[config.mk]
export PLATFORM = sky130hd
export DESIGN_NAME = ex_decode_pipe
export DESIGN_NICKNAME = d
export VERILOG_FILES = /design/src/rtl/ex_pkg.sv /design/src/rtl/ex_decode_comb.sv /design/src/rtl/ex_decode_pipe.sv
export SDC_FILE = /design/constraint.sdc
export NUM_CORES = 1
export LEC_CHECK = 0
export CORE_UTILIZATION = 51
export DETAILED_ROUTE_END_ITERATION = 8
export DONT_BUFFER_PORTS = 1
export GPL_TIMING_DRIVEN = 0
export MAX_ROUTING_LAYER = met4
export PLACE_DENSITY = 0.66
export SYNTH_ARGS = -nofsm -noshare
export SYNTH_HDL_FRONTEND = slang
export SYNTH_SLANG_ARGS = --single-unit
[constraint.sdc]
create_clock -name CLOCK -period 2.13 [get_ports CLOCK]
set_input_delay 0.213 -clock CLOCK [delete_from_list [all_inputs] [get_ports CLOCK]]
set_output_delay 0.213 -clock CLOCK [all_outputs]
set_load 0.1 [all_outputs]
[src/rtl/ex_pkg.sv]
// Shared types for the execute-stage operand/decode pipe.
// Opselect/operation encodings and the buffered entry layout.
package ex_pkg;

    localparam int EX_WIDTH = 32;
    localparam int EX_IMM_W = 16;
    localparam int EX_SHW   = $clog2(EX_WIDTH);

    typedef enum logic [2:0] {
        SHIFT_REG   = 3'b000,
        ARITH_LOGIC = 3'b001,
        MEM_WRITE   = 3'b100,
        MEM_READ    = 3'b101
    } opsel_e;

    typedef enum logic [2:0] {
        ADD = 3'd0,
        SUB = 3'd1,
        AND = 3'd2,
        OR  = 3'd3,
        XOR = 3'd4,
        NOT = 3'd5,
        MOV = 3'd6,
        LHG = 3'd7
    } op_e;

    typedef struct packed {
        logic [2:0]          operation;
        logic [2:0]          opselect;
        logic [EX_WIDTH-1:0] aluin1;
        logic [EX_WIDTH-1:0] aluin2;
        logic [EX_WIDTH-1:0] mem_data;
        logic [EX_SHW-1:0]   shift_number;
        logic                mem_wr_en;
        logic                enable_arith;
        logic                enable_shift;
    } ex_entry_t;

endpackage

[src/rtl/ex_decode_comb.sv]
// Combinational decode of control/operands into one ex_entry_t.
// No state; the enclosing pipe registers the result.
module ex_decode_comb
    import ex_pkg::*;
#(
    parameter int WIDTH = EX_WIDTH,
    parameter int IMM_W = EX_IMM_W,
    parameter int SHW   = $clog2(WIDTH)
) (
    input  logic [WIDTH-1:0] src1_i,
    input  logic [WIDTH-1:0] src2_i,
    input  logic [IMM_W-1:0] imm_i,
    input  logic [6:0]       control_i,
    output ex_entry_t        entry_o
);

    logic [WIDTH-1:0] sext;
    logic [WIDTH-1:0] upper;
    logic             imm_sel;

    assign sext    = {{(WIDTH-IMM_W){imm_i[IMM_W-1]}}, imm_i};
    assign upper   = {imm_i, {(WIDTH-IMM_W){1'b0}}};
    assign imm_sel = control_i[3];

    always_comb begin
        entry_o           = '0;
        entry_o.operation = control_i[6:4];
        entry_o.opselect  = control_i[2:0];
        entry_o.aluin1    = src1_i;
        entry_o.aluin2    = src2_i;
        entry_o.mem_data  = src2_i;
        unique case (control_i[2:0])
            SHIFT_REG: begin
                entry_o.enable_shift = 1'b1;
                entry_o.shift_number = imm_sel ? imm_i[6+:SHW]
                                               : src2_i[SHW-1:0];
            end
            ARITH_LOGIC: begin
                entry_o.enable_arith = 1'b1;
                // LHG loads the immediate into the upper half
                if (imm_sel)
                    entry_o.aluin2 = (control_i[6:4] == LHG) ? upper : sext;
            end
            MEM_READ: begin
                entry_o.enable_arith = 1'b1;
                entry_o.aluin2       = sext;
            end
            MEM_WRITE: begin
                entry_o.mem_wr_en = imm_sel;
                entry_o.aluin2    = sext;
            end
            default: ;
        endcase
    end

endmodule

[src/rtl/ex_decode_pipe.sv]
// Execute-stage decode with a 2-entry skid buffer on the output.
// Define EX_BYPASS_EN to add writeback forwarding onto src1/src2.
module ex_decode_pipe
    import ex_pkg::*;
#(
    parameter int WIDTH = EX_WIDTH,
    parameter int IMM_W = EX_IMM_W,
    parameter int SHW   = $clog2(WIDTH)
) (
    input  logic             CLOCK,
    input  logic             RESET,
    input  logic             flush,
    input  logic             in_valid,
    output logic             in_ready,
    input  logic [WIDTH-1:0] src1,
    input  logic [WIDTH-1:0] src2,
    input  logic [IMM_W-1:0] imm,
    input  logic [6:0]       control_in,
    output logic             out_valid,
    input  logic             out_ready,
    output logic [2:0]       operation_out,
    output logic [2:0]       opselect_out,
    output logic [WIDTH-1:0] aluin1,
    output logic [WIDTH-1:0] aluin2,
    output logic [SHW-1:0]   shift_number,
    output logic [WIDTH-1:0] mem_data_write_out,
    output logic             mem_data_wr_en,
    output logic             enable_arith,
    output logic             enable_shift
`ifdef EX_BYPASS_EN
    ,
    input  logic             wb_valid,
    input  logic [4:0]       wb_rd,
    input  logic [WIDTH-1:0] wb_data,
    input  logic [4:0]       src1_rs,
    input  logic [4:0]       src2_rs
`endif
);

    logic [WIDTH-1:0] op1;
    logic [WIDTH-1:0] op2;

`ifdef EX_BYPASS_EN
    assign op1 = (wb_valid && wb_rd != 5'd0 && wb_rd == src1_rs)
               ? wb_data : src1;
    assign op2 = (wb_valid && wb_rd != 5'd0 && wb_rd == src2_rs)
               ? wb_data : src2;
`else
    assign op1 = src1;
    assign op2 = src2;
`endif

    ex_entry_t dec;

    ex_decode_comb #(
        .WIDTH (WIDTH),
        .IMM_W (IMM_W),
        .SHW   (SHW)
    ) u_dec (
        .src1_i    (op1),
        .src2_i    (op2),
        .imm_i     (imm),
        .control_i (control_in),
        .entry_o   (dec)
    );

    ex_entry_t m_q, m_d, s_q, s_d;
    logic      m_valid_q, m_valid_d;
    logic      s_valid_q, s_valid_d;
    logic      accept, pop;

    assign in_ready = !s_valid_q;
    assign accept   = in_valid && in_ready;
    assign pop      = m_valid_q && out_ready;

    always_comb begin
        m_d       = m_q;
        s_d       = s_q;
        m_valid_d = m_valid_q;
        s_valid_d = s_valid_q;
        if (flush) begin
            m_valid_d = 1'b0;
            s_valid_d = 1'b0;
        end else if (pop) begin
            // accept cannot coincide with a valid skid entry
            if (s_valid_q) begin
                m_d       = s_q;
                s_valid_d = 1'b0;
            end else if (accept) begin
                m_d = dec;
            end else begin
                m_valid_d = 1'b0;
            end
        end else if (accept) begin
            if (!m_valid_q) begin
                m_d       = dec;
                m_valid_d = 1'b1;
            end else begin
                s_d       = dec;
                s_valid_d = 1'b1;
            end
        end
    end

    always_ff @(posedge CLOCK) begin
        if (RESET) begin
            m_q       <= '0;
            s_q       <= '0;
            m_valid_q <= 1'b0;
            s_valid_q <= 1'b0;
        end else begin
            m_q       <= m_d;
            s_q       <= s_d;
            m_valid_q <= m_valid_d;
            s_valid_q <= s_valid_d;
        end
    end

    assign out_valid          = m_valid_q;
    assign operation_out      = m_q.operation;
    assign opselect_out       = m_q.opselect;
    assign aluin1             = m_q.aluin1;
    assign aluin2             = m_q.aluin2;
    assign shift_number       = m_q.shift_number;
    assign mem_data_write_out = m_q.mem_data;
    assign mem_data_wr_en     = m_q.mem_wr_en && m_valid_q;
    assign enable_arith       = m_q.enable_arith && m_valid_q;
    assign enable_shift       = m_q.enable_shift && m_valid_q;

endmodule

==> results.txt, run 1 <==
The tools report the floorplan row count as 51. For the worst setup path, the data required time is 1920 ps. The path category of the worst min-delay check was in2reg. Relative to the synthesized area, the layout overhead comes to 21.0%. The maximum vdd drop is 0.506 mV, and the number of slew-limit violations in the final report is 0. The tools report the post-layout utilization of the core as 0.628. The clock passes through at most 3 buffers. Setup slack on the critical path of the routed design comes to 47.9 ps. TritonCTS built the clock tree.

Global routing finished with a remaining overflow of 0. The run gives 0.519 as the effective utilization at floorplan. Setup repair after global routing could not meet its margin everywhere. The startpoint identified for the worst register-to-register timing path is out_valid. The global-route wire length before repair was 50900 um. In this run the power density over the cells is 848 mW/mm2.

The transition time at the pin with the least slew margin came out at 902 ps. The run gives 0 as the total setup violations reported at the end of the flow. The most common cell after layout, fill and taps aside is sky130_fd_sc_hd__nand2_1. Beginning of the critical path: out_valid. Summed over all nets, wire length on met2 after detailed routing comes to 14900 um.

Walking the worst path, the cells encountered are buf_8 -> buf_4 -> and2_2. The tools report the startpoint kind of the worst setup timing path as a flop. The clock arrives with 20.0 ps of skew.

The net count after synthesis is 1345, and the power after layout is 10400 uW. The synthesized design contains 222 register bits. Hold timing on the final database bottoms out at a slack of 12.4 ps. In this run the most critical hold path is launched from imm[3]. The mean number of vias per cell is 5.86. The detailed router placed 9673 vias in this run.

Number of global-route vias before repair: 9132. The master cell of the clock root buffer was sky130_fd_sc_hd__clkbuf_16. For this run, the leading register cell type out of synthesis is sky130_fd_sc_hd__dfxtp_1.

In this run the worst path has a maximum fanout of 9. Wire length on met1: 14100 um. The post-synth design cell area was 0.0101 mm2; the latest clock arrival within the worst-skew pair was 510 ps. The number of violations reported at the end of detailed-routing iteration 0 came out at 970. In the routed design, unresolved DRC markers number 0. The run finished with clean final reports. At the placement stage, the worst setup path has a slack of -604 ps.

The global routing usage summed across all routing layers is 0.332, and the routability-driven placement congestion ratio is 0.895. The tools report the number of levels the H-tree was split into as 1. By area the synthesized netlist is led by sky130_fd_sc_hd__dfxtp_1 44%, sky130_fd_sc_hd__nand2_1 11%, sky130_fd_sc_hd__buf_4 8.2%. During synthesis, Yosys emitted a total of 0 warnings. The run gives 9 as the count of TritonRoute iterations in the first routing pass. The logs give 1791 for the count of fill cells added during filler insertion and 2880 um for the met3 layer wire length in the routed design. The top-level port count came out at 204. In the layout the commonest cells are 309 x sky130_fd_sc_hd__nand2_1, 221 x sky130_fd_sc_hd__dfxtp_1, 120 x sky130_fd_sc_hd__buf_4.

The highest layer touched by signal routing is met4. The die covers 0.0204 mm2. During placement, the flow inserted port buffers numbering 0. The area share of the largest cell type after synthesis was 0.440; the count of unique library cells instantiated by Yosys was 36.

The clock-pin transition on the worst setup and hold timing paths came out at 60 ps. STA classifies the critical path endpoint as an output port. The critical path in this run is classified as reg2out. Counting the buffers created by CTS gives 23.

A synthesized cell averages 8.06 um2. The tools report the half-perimeter wire length of the detailed placement result as 21900 um. The run gives 1870 ps as the arrival time at the worst endpoint.

In this run the horizontal extent of the chip is 143 um. The wire length per cell came out at 20.0 um. The sequential element share of the synthesized area came out at 0.440. For the placeable core area, the log shows 0.0195 mm2.

The count of flip-flops with a built-in enable after synthesis came out at 0. Count of antenna-violating nets left after detailed routing: 0. Counting every sink on the clock net gives 222.

Number of failing hold endpoints at the final stage: 0. Entering global routing, the biggest net connects 14 pins. The analysis attributes to cell leakage a power of 0.00461 uW.

The number of nets in the layout came out at 1462. The headroom to the max-slew limit is 0.399, and the maximum clock frequency is 0.480 GHz. The number of antenna violations at the first check in global routing was 0. The share of the cycle needed by the critical path after routing came out at 0.978. On the critical path, the stage with the largest delay is an instance of sky130_fd_sc_hd__dfxtp_4. Dominant cell type by area after synthesis: sky130_fd_sc_hd__dfxtp_1.

Async set or reset register ratio after synthesis: 0. In this run the vertical extent of the chip is 143 um. Max-cap violations in this run came to 0. On the worst path, the slowest cell contributes a delay of 570 ps.

In the synthesized netlist, the number of instances is 1253. The post-layout minimum cycle time is 2080 ps. The ratio of cells with drive above 1 in the final layout came out at 0.165. The final layout contains routed wiring with a total length of 33100 um.
## per-stage QoR
stage,instance area (um2),cells,setup TNS (ps)
2_1_floorplan,10100,1253,0
3_3_place_gp,10400,1518,-46900
3_5_place_dp,10400,1518,-52250
4_1_cts,12100,1648,0
5_1_grt,12200,1650,-6.76
6_report,12200,1652,0
## synth_stat cells, types with 6 or more instances
master,n
sky130_fd_sc_hd__nor3_1,27
sky130_fd_sc_hd__o21ai_1,6
sky130_fd_sc_hd__nor2_1,112
sky130_fd_sc_hd__a211oi_1,38
sky130_fd_sc_hd__a311oi_1,87
sky130_fd_sc_hd__a21oi_1,81
sky130_fd_sc_hd__clkbuf_1,61
sky130_fd_sc_hd__or3_1,9
sky130_fd_sc_hd__a221oi_1,46
sky130_fd_sc_hd__nand2_1,309
sky130_fd_sc_hd__and3_1,18
sky130_fd_sc_hd__dfxtp_1,222
sky130_fd_sc_hd__buf_4,110
sky130_fd_sc_hd__mux2i_1,7
sky130_fd_sc_hd__buf_2,48
sky130_fd_sc_hd__nand3b_1,17
sky130_fd_sc_hd__o31ai_1,16
sky130_fd_sc_hd__o21ai_0,11
## state kept, by name (all words and copies together) (netlist names)
register / count
s_q: 110
aluin1: 32
aluin2: 32
mem_data_write_out: 32
shift_number: 5
m_q: 3
operation_out: 3
opselect_out: 3
out_valid: 1
s_valid_q: 1
## repair_timing
| action | CTS | global route |
|---|---|---|
| hold buffers | 89 | 0 |
| setup buffers | 2 | 3 |
| endpoints found under the hold margin | 164 | 0 |
| resized for setup | 27 | 23 |
| pin swaps | 1 | 2 |
| endpoints found under the setup margin | 180 | 146 |
## area by class of cell
type | instances | area (um2) | area share
clock buffer | 38 | 692 | 0.0566
tap | 265 | 332 | 0.0271
sequential | 222 | 4450 | 0.364
buffer | 220 | 1380 | 0.113
antenna | 2 | 5.00 | 0.000410
timing repair buffer | 94 | 928 | 0.0760
clock inverter | 2 | 35.0 | 0.00287
inverter | 2 | 7.51 | 0.000614
multi-input combinational | 807 | 4400 | 0.360
## power breakdown
part / switching [uW] / total (uW) / internal [uW]
Sequential: 99.1 / 4400 / 4300
Combinational: 1480 / 1990 / 509
Clock: 1650 / 3970 / 2320
## layer usage
layer  vias up  track usage
met1      4577        0.436
met5         -            -
met4         0        0.116
met3        84       0.0577
li1       4538            -
met2       474        0.516
## critical path, delay by kind of cell (launching register included)
kind                   cells  cell delay [ps]
buffers and inverters      2              300
DFF                        1              570
and+or+nand+nor            1              480
## path summary, 6_finish.rpt
path / depth (start not counted) / endpoint / slack, ps
worst max-delay path: 3 / mem_data_wr_en / 50
worst min-delay path: 2 / aluin2[3] / 10
worst max register to register: 6 / aluin2[19] / 90
worst min register to register: 2 / s_q[99] / 450
## cells by family (layout without fill, tap and decap cells)
kind of cell / count (synthesis) / in the layout / share of synthesized area
AND/OR/NAND/NOR: 510 / 510 / 0.213
AO/OA/AOI/OAI: 290 / 290 / 0.209
buffers and inverters: 224 / 356 / 0.131
flip-flops: 222 / 222 / 0.440
multiplexers: 7 / 7 / 0.00694
other: 0 / 2 / 0
(Power assumes the default switching activity.)
==> run 2, diff against run 1 <==
ABC_AREA = 1   (was default)
GPL_ROUTABILITY_DRIVEN = 0   (was default)
SKIP_CTS_REPAIR_TIMING = 1   (was default)
==> results.txt, run 2 <==
For the total via count in the routed design, the log shows 10500. In this run the most critical hold path is launched from src2[27]. Family with the most delay on the worst path: buffers and inverters. The maximum buffer depth of the clock tree was 3; the floorplan die height was 147 um. The count of antenna-violating nets left after detailed routing was 0. Dividing the detail-routed via count by the number of cells gives 5.30. The run gives 0.449 as the headroom to the max-slew limit. Summed over all nets, the half-perimeter wirelength after detailed placement is 23300 um. Async set or reset register ratio after synthesis: 0. From synthesis to final layout, the design area changed by 17.6%. The run gives 13 as the pin count of the biggest net entering global routing. IR analysis of the VDD net gives a maximum drop of 0.515 mV. Row generation in the floorplan step produced 52 rows. The post-layout utilization of the core came out at 0.618. A synthesized cell averages 6.77 um2. At the pin with the least slew margin, the transition time is 825 ps. After the last flow step, the layout net total stands at 1785.

Counting every instance in the synthesized netlist gives 1592. Capturing element type of the critical path: an output port. The delay of the slowest cell on the worst path was 620 ps. More flip-flops sit in one register than any other, and that register is s_q. The number of antenna diodes in the final layout is 0. Between clock sinks in the finished design, the worst skew comes to 10.6 ps. The tool flagged a number of max-cap violations equal to 0. For hold timing, the worst endpoint is mem_data_write_out[27].

The number of levels the H-tree was split into is 1, and the count of buffering cells on the critical path with inverters included is 1. Setup violations remaining at the end of the flow were counted as 0. The run gives 0.526 as the effective utilization at floorplan.

In this run the power spent charging and discharging nets is 3370 uW. The largest individual stage delay along the critical path comes from the cell sky130_fd_sc_hd__inv_1. In the post-synthesis netlist, the biggest area contributors are sky130_fd_sc_hd__dfxtp_1 41%, sky130_fd_sc_hd__nor2_1 10%, sky130_fd_sc_hd__nand2_1 9.9%.

The floorplan step defined a die boundary enclosing 0.0217 mm2. The most frequently used cell type in the post-synthesis netlist is sky130_fd_sc_hd__nor2_1. The clock net in this run drives a total of 222 sinks.

For the count of TritonRoute iterations in the first routing pass, the log shows 5. The number of warnings issued by yosys came out at 0. The logs give 0 for the number of slew-limit violations in the final report and 1684 for the net count after synthesis. The number of violations reported at the end of detailed-routing iteration 0 was 805. The register bit count reported by yosys is 222. The number of port buffers was 0. Ratio of cells with drive above 1 in the final layout: 0.123.

For this run, design rule violations remaining after detail routing come to 0. The share of the cycle needed by the critical path after routing was 0.963; the leakage power figure was 0.00606 uW. In this run, distinct cell masters in the synthesized netlist total 26. In this run the worst path has a maximum fanout of 8.

The synthesized netlist occupies a cell area of 0.0108 mm2. The capture instance of the worst register-to-register path was s_q[68]. Sequential element share of the synthesized area: 0.413. The area share of the largest cell type after synthesis works out to 0.413. The synthesized design spends more area on one cell type than any other, namely sky130_fd_sc_hd__dfxtp_1.

The number of cells traversed by the worst hold path was 2. Timing would allow up to 0.488 GHz. Class of the most critical setup path: reg2out. The later pin in the worst-skew pair is clocked with a latency of 530 ps.

In this run the critical register-to-register path is launched from out_valid. Dividing total power by cell area gives a power density of 846 mW/mm2. Total length of routed wires: 33500 um. The startpoint kind of the worst setup timing path is a flop. During I/O placement, the number of pins put on the boundary was 204. The internal power component was 7340 uW; the number of antenna violations at the first check in global routing was 0.

Ranked by instance count, the synthesized netlist is headed by 287 x sky130_fd_sc_hd__nor2_1, 285 x sky130_fd_sc_hd__nand2_1, 222 x sky130_fd_sc_hd__dfxtp_1. TritonCTS built the clock tree. The worst slack on hold paths is -89.1 ps. Clock tree synthesis selected as its root buffer the cell sky130_fd_sc_hd__clkbuf_16. The wire length per cell works out to 16.9 um. The number of cells traversed by the worst register-to-register path is 7, and the switching fraction of total power is 0.314. Clock-pin slew was measured on the worst setup and hold paths at 60 ps. The first global-routing pass estimated 49900 um of wire. The run finished, with violations left.

Subtracting the final worst setup slack from the clock period gives 2050 ps. In the layout the commonest cells are 287 x sky130_fd_sc_hd__nor2_1, 285 x sky130_fd_sc_hd__nand2_1, 221 x sky130_fd_sc_hd__dfxtp_1. In this run the standard cell core region covers 0.0205 mm2. The run gives 0.191 as the proportion of power drawn by combinational gates.

The most used flip-flop cell after synthesis is sky130_fd_sc_hd__dfxtp_1. The floorplan step set the die width to 147 um. The most common cell after layout, fill and taps aside is sky130_fd_sc_hd__nor2_1. The synthesized design contains 0 enable-type register cells. The sequential cell fraction of total power was 0.411; the arrival time at the worst endpoint was 1840 ps. The path class of the tightest hold or removal check is in2reg.

The tools report the clock network fraction of design power as 0.398. The register with the most flip-flops in the layout has 110 of them. Setup slack on the worst reg-to-reg path comes out at 110 ps. For the number of global-route vias before repair, the log shows 9263. The number of failing hold endpoints at the final stage was 5; the worst path required time was 1920 ps. Walking the worst path, the cells encountered are nand2_1 -> inv_1.

The total global routing overflow was 0; the global routing usage summed across all routing layers was 0.300. Buffers inserted during clock tree synthesis total 25. The checks that failed: negative hold slack.
## run 2: cell types whose count changed after synthesis, sizes merged, moves of 9 or more
| cell | delta |
|---|---|
| o31ai | -16 |
| nor3 | -29 |
| o21ai | +190 |
| and3 | -18 |
| nand3b | -17 |
| a221oi | -47 |
| a311oi | -87 |
| a21oi | +83 |
| nor2 | +177 |
| inv | +131 |
| or3 | -9 |
| nand2 | -23 |
| nand3 | +19 |
## run 2: metal layers
metal | up-vias | global-route usage | routed length [um]
met1 | 4803 | 0.372 | 13800
met2 | 423 | 0.488 | 15600
met3 | 70 | 0.0643 | 2970
li1 | 5183 | - | -
met4 | 0 | 0.0912 | 1140
met5 | - | - | 0
## run 2: power groups by stage
| stage | logic [uW] | registers [uW] | clock network (uW) |
|---|---|---|---|
| after floorplan | 1670 | 4470 | 0 |
| after global routing | 2150 | 4420 | 4510 |
| after detailed placement | 1890 | 4490 | 0 |
| after CTS | 1900 | 4410 | 4320 |
| after global placement | 1880 | 4490 | 0 |
| final | 2040 | 4410 | 4260 |
## run 2: kinds of logic after synthesis
logic type / after synthesis / synth area share
and+or+nand+nor: 599 / 0.213
AOI/OAI and AO/OA: 421 / 0.208
buffers and inverters: 350 / 0.166
DFF: 222 / 0.413
## run 2: per-stage QoR
step	instances	instance area, um2	setup WS, ps	setup TNS, ps	total power (uW)
floorplan	1592	10800	382	0	6130
global placement	1862	11100	-128	-3840	6370
detailed placement	1862	11100	-150	-5230	6380
CTS	1905	11900	-173	-7860	10600
global route	1979	12700	-2.20	-2.20	11100
finish	1979	12700	79.3	0	10700
## run 2: layout make-up
cell class / instances / area (um2)
sequential: 222 / 4450
inverter: 134 / 510
timing repair buffer: 74 / 736
tap: 270 / 338
clock buffer: 39 / 758
fill: 1955 / 7830
multi-input combinational: 1020 / 4530
buffer: 216 / 1290
clock inverter: 4 / 48.8
## run 2: worst max-delay path by stage
stage	from	end	cells after the start
floorplan	out_valid	s_q[66]	7
global placement	out_valid	s_q[66]	7
detailed placement	out_valid	s_q[68]	7
CTS	out_valid	s_q[96]	7
global route	out_valid	s_q[99]	7
finish	out_valid	mem_data_wr_en	2
